--- config.mk ---
export PLATFORM = sky130hd
export DESIGN_NAME = int_ctrl
export DESIGN_NICKNAME = d
export VERILOG_FILES = /design/src/rtl/int_ctrl.sv
export SDC_FILE = /design/constraint.sdc
export NUM_CORES = 1
export LEC_CHECK = 0
export BUFFER_PORTS_ARGS = -buffer_cell sky130_fd_sc_hd__buf_2
export CORE_MARGIN = 3
export CORE_UTILIZATION = 30
export DETAILED_ROUTE_END_ITERATION = 10
export PLACE_DENSITY_LB_ADDON = 0.08
export SLEW_MARGIN = 20
export SYNTH_ARGS = -nofsm -noshare
export SYNTH_HDL_FRONTEND = slang
export SYNTH_SLANG_ARGS = --single-unit
--- constraint.sdc ---
create_clock -name clk -period 1.9 [get_ports clk]
set_input_delay 0.095 -clock clk [delete_from_list [all_inputs] [get_ports clk]]
set_output_delay 0.095 -clock clk [all_outputs]
set_load 0.03 [all_outputs]
--- src/rtl/int_ctrl.sv ---
// Trap/interrupt sequencer: on ecall/ebreak/mret/interrupt it stalls the pipeline, writes
// mepc/mstatus/mcause one per cycle over the CSR port, then redirects fetch.
module int_ctrl #(
  parameter logic [31:0] INT_CAUSE = 32'h8000_0007
) (
  input  logic        clk,
  input  logic        rst_n,
  input  logic        inst_valid_i,
  input  logic [31:0] inst_addr_i,
  input  logic        is_ecall_i,
  input  logic        is_ebreak_i,
  input  logic        is_mret_i,
  input  logic        int_req_i,
  input  logic [31:0] mtvec_i,
  input  logic [31:0] mepc_i,
  input  logic [31:0] mstatus_i,
  output logic        csr_we_o,
  output logic [31:0] csr_waddr_o,
  output logic [31:0] csr_wdata_o,
  output logic        hold_flag_o,
  output logic        int_assert_o,
  output logic [31:0] int_addr_o
);

  localparam logic [31:0] CSR_MSTATUS = 32'h0000_0300;
  localparam logic [31:0] CSR_MEPC    = 32'h0000_0341;
  localparam logic [31:0] CSR_MCAUSE  = 32'h0000_0342;
  localparam logic [31:0] CAUSE_ECALL  = 32'd11;
  localparam logic [31:0] CAUSE_EBREAK = 32'd3;

  typedef enum logic [2:0] {
    IDLE,
    W_MEPC,
    W_MSTATUS,
    W_MCAUSE,
    JUMP,
    M_MSTATUS,
    M_JUMP
  } state_e;

  state_e      state_q, state_d;
  logic [31:0] cause_q, cause_d;
  logic [31:0] epc_q, epc_d;

  always_ff @(posedge clk or negedge rst_n) begin
    if (!rst_n) begin
      state_q <= IDLE;
      cause_q <= '0;
      epc_q   <= '0;
    end else begin
      state_q <= state_d;
      cause_q <= cause_d;
      epc_q   <= epc_d;
    end
  end

  always_comb begin
    state_d = state_q;
    cause_d = cause_q;
    epc_d   = epc_q;
    unique case (state_q)
      IDLE: begin
        if (inst_valid_i) begin
          if (is_ecall_i) begin
            state_d = W_MEPC;
            cause_d = CAUSE_ECALL;
            epc_d   = inst_addr_i;
          end else if (is_ebreak_i) begin
            state_d = W_MEPC;
            cause_d = CAUSE_EBREAK;
            epc_d   = inst_addr_i;
          end else if (is_mret_i) begin
            state_d = M_MSTATUS;
          end else if (int_req_i && mstatus_i[3]) begin
            state_d = W_MEPC;
            cause_d = INT_CAUSE;
            epc_d   = inst_addr_i;
          end
        end
      end
      W_MEPC:    state_d = W_MSTATUS;
      W_MSTATUS: state_d = W_MCAUSE;
      W_MCAUSE:  state_d = JUMP;
      JUMP:      state_d = IDLE;
      M_MSTATUS: state_d = M_JUMP;
      M_JUMP:    state_d = IDLE;
      default:   state_d = IDLE;
    endcase
  end

  always_comb begin
    csr_we_o     = 1'b0;
    csr_waddr_o  = '0;
    csr_wdata_o  = '0;
    int_assert_o = 1'b0;
    int_addr_o   = '0;
    hold_flag_o  = (state_q != IDLE);
    unique case (state_q)
      W_MEPC: begin
        csr_we_o    = 1'b1;
        csr_waddr_o = CSR_MEPC;
        csr_wdata_o = epc_q;
      end
      W_MSTATUS: begin
        // MPIE <= MIE, MIE <= 0
        csr_we_o       = 1'b1;
        csr_waddr_o    = CSR_MSTATUS;
        csr_wdata_o    = mstatus_i;
        csr_wdata_o[7] = mstatus_i[3];
        csr_wdata_o[3] = 1'b0;
      end
      W_MCAUSE: begin
        csr_we_o    = 1'b1;
        csr_waddr_o = CSR_MCAUSE;
        csr_wdata_o = cause_q;
      end
      JUMP: begin
        int_assert_o = 1'b1;
        int_addr_o   = mtvec_i;
      end
      M_MSTATUS: begin
        // MIE <= MPIE, MPIE <= 1
        csr_we_o       = 1'b1;
        csr_waddr_o    = CSR_MSTATUS;
        csr_wdata_o    = mstatus_i;
        csr_wdata_o[3] = mstatus_i[7];
        csr_wdata_o[7] = 1'b1;
      end
      M_JUMP: begin
        int_assert_o = 1'b1;
        int_addr_o   = mepc_i;
      end
      default: ;
    endcase
  end

endmodule

==> impl_metrics.yaml <==
status:
  status: "finished clean"
worst_setup_path:
  crit_type: "register to output pin"
  r2r_cells: 5
  critPathLaunchType: "register"
  cpPeakStageDelay_ns: 0.47
  endpoint: "int_addr_o[9]"
  rr_startpoint: "state_q[0]$_DFFE_PN0P_"
  setup.worst_path.start: "state_q[1]$_DFFE_PN0P_"
  arrival_ns: 1.72
  rrSetupSlack_ns: 0.09
  cp_slowest_cell: "dfrtp_2"
  r2r_end: "epc_q[6]$_DFFE_PN0P_"
  crit_fanout: 16
  required_ns: 1.80
  critPathCaptureType: "output pin"
  path_cells: "buf_6 -> nor2_2 -> and2_4 -> clkbuf_16 -> a22o_1 -> buf_2"
power_and_ir_drop:
  static-leakage-power_nw: 2.14
  irDropWorstVdd_uv: 619
  powerDensity_mw_per_mm2: 1700
finish:
  fin_util: 0.466
  final_net_count: 576
  antenna_cells: 0
  syn_to_final_growth_pct: 46.8
  final_cell_count_no_fill: 546
  drive_gt1_frac: 0.617
sta:
  skew_ns: 0.00614
  fmax_mhz: 550
  slew_viol_final: 0
  tightest_slew_ns: 0.850
  period_needed_ns: 1.82
  hold_viol: 0
  layout_setup_ws_ns: 0.0820
  setup_violations: 0
  period_share: 0.957
  whs_ns: 0.0356
  slew_headroom: 0.434
clock_tree:
  htreeDepth: 2
  clock-sinks: 38
  cts-root-buf: "clkbuf_8"
  insertion_delay_ns: 0.28
  cts_buffer_depth: 2
  cts_tree: "done"
  cts_made_buffers: 5
  cts.reportedPaths.clkPinSlew_ns: 0.08
routing:
  routed_wl_mm: 8.71
  first_iter_violations: 38
  drt_first_pass_iters: 4
  routed.top_layer: "met4"
  routed_via_density: 4.65
  ant_nets: 0
  avgRoutedWirePerCell_um: 16.0
  vias: 2540
  dr_wl_met3_um: 722
  met1_length_mm: 3.31
  drc_errors: 0
  wl_met2_mm: 4.61
logic_synthesis:
  synth_ff_type: "dfrtp_1"
  netlist_area_mm2: 0.00267
  synth_common_cells: "58 x a22o_1, 38 x dfrtp_1, 32 x buf_4"
  synth_edf_count: 0
  synth_area_leaders: "dfrtp_1 36%, a22o_1 19%, mux2_4 16%"
  yosys.area.top_type_share: 0.356
  synth-async-reset-ratio: 1.00
  syn_area_per_cell_um2: 11.3
  ys_seq_area_frac: 0.356
  synth-seq-cells: 38
  synth_top_cell_by_area: "dfrtp_1"
  syn_inst: 236
  yosys_warnings: 0
  synth_most_common_cell: "a22o_1"
  synth_cell_types: 33
place:
  dpl_worst_slack_ns: 0.189
  io_buffers: 206
  dpl.cell_count: 534
  gp_congestion: 0.781
  hpwl_mm: 6.71
run:
  maxCapViolations: 0
die:
  ioPinCount: 234
  die_area_mm2: 0.0101
  die_h_um: 100
  initial_core_util: 0.317
  core_area_mm2: 0.00842
  fp.dieW_um: 100
  fp-row-count: 33
grt:
  grt_max_degree: 39
  grt_usage: 0.151
  overflow: 0
  grt_pass1_wl_mm: 12.1
  grt_pass1_vias: 2381
  antenna_found_initial: 0
worst_hold_path:
  whs_path_depth: 2
  holdCritPathClass: "input port to register"
flip-flops by register name, summed over array words and instances (netlist names):
signal,flops
cause_q,3
epc_q,32
state_q,3
per-layer routing:
| layer | vias up | track usage |
|---|---|---|
| li1 | 1231 | - |
| met1 | 1183 | 0.178 |
| met2 | 120 | 0.278 |
| met3 | 6 | 0.0368 |
| met4 | 0 | 0.0290 |
| met5 | - | 0 |
how the worst min path moves through the flow:
stage                          startpoint                      to
after floorplan                     rst_n  cause_q[1]$_DFFE_PN0P_
after global placement              rst_n    epc_q[4]$_DFFE_PN0P_
after detailed placement            rst_n    epc_q[4]$_DFFE_PN0P_
after CTS                 inst_addr_i[21]   epc_q[21]$_DFFE_PN0P_
after global routing      inst_addr_i[10]   epc_q[10]$_DFFE_PN0P_
final                     inst_addr_i[10]   epc_q[10]$_DFFE_PN0P_
logic make-up (layout without fill, tap and decap cells):
logic type             after synthesis  in the layout  synth area share
buffers and inverters               52            231             0.143
flip-flops                          38             38             0.356
multiplexers                        37             37             0.193
other                                1             27           0.00140
AND/OR/NAND/NOR                     33             33            0.0773
AO/OA/AOI/OAI                       75             75             0.230
area by class of cell:
class | count | area, um2
fill | 861 | 4500
multi-input combinational | 172 | 1450
timing repair buffer | 222 | 1300
sequential | 38 | 955
tap | 105 | 131
clock buffer | 6 | 72.6
clock inverter | 1 | 7.51
inverter | 2 | 7.51
power by group:
group | switching, W | internal (W) | total (W)
clock network | 0.000276 | 0.000252 | 0.000528
logic | 0.00263 | 0.00199 | 0.00462
registers | 0.000301 | 0.00122 | 0.00152
layout by cell type (no fill, tap or decap), types with 2 or more instances in the layout:
master,count
buf_2,189
a22o_1,58
dfrtp_1,35
mux2_4,28
conb_1,27
buf_4,19
nand2_1,7
a21oi_1,5
mux2i_1,5
clkbuf_8,5
nand3b_1,4
o211ai_1,4
o21ai_0,4
mux2_2,4
clkbuf_4,4
buf_12,4
nor2_2,3
dfrtp_2,3
nor2b_1,2
and2_1,2
nand2b_1,2
nor2b_2,2
and3b_1,2
inv_1,2
and2_4,2
nor2_1,2
clkbuf_16,2
buf_6,2
per-stage QoR:
step / setup TNS, ns / instance area, um2 / total power, W
after floorplan: 0 / 2770 / 0.00488
after global placement: 0 / 3690 / 0.00593
after detailed placement: 0 / 3690 / 0.00594
after CTS: 0 / 3790 / 0.00651
after global routing: -0.0414 / 3920 / 0.00709
final: 0 / 3920 / 0.00667
worst max-delay path: cells and delay by family (launching register included):
family          cells  cell delay, ns
simple gates        2            0.31
buf+inv             3            0.53
flops               1            0.47
compound gates      1            0.14
repair_timing:
action | 4_1_cts | 5_1_grt
cloned | 0 | 2
endpoints found under the hold margin | 38 | 0
buffers inserted | 0 | 2
hold buffers | 1 | 0
resized for setup | 5 | 38
endpoints found under the setup margin | 44 | 59
Note: power is estimated with default switching activity, not from simulation.
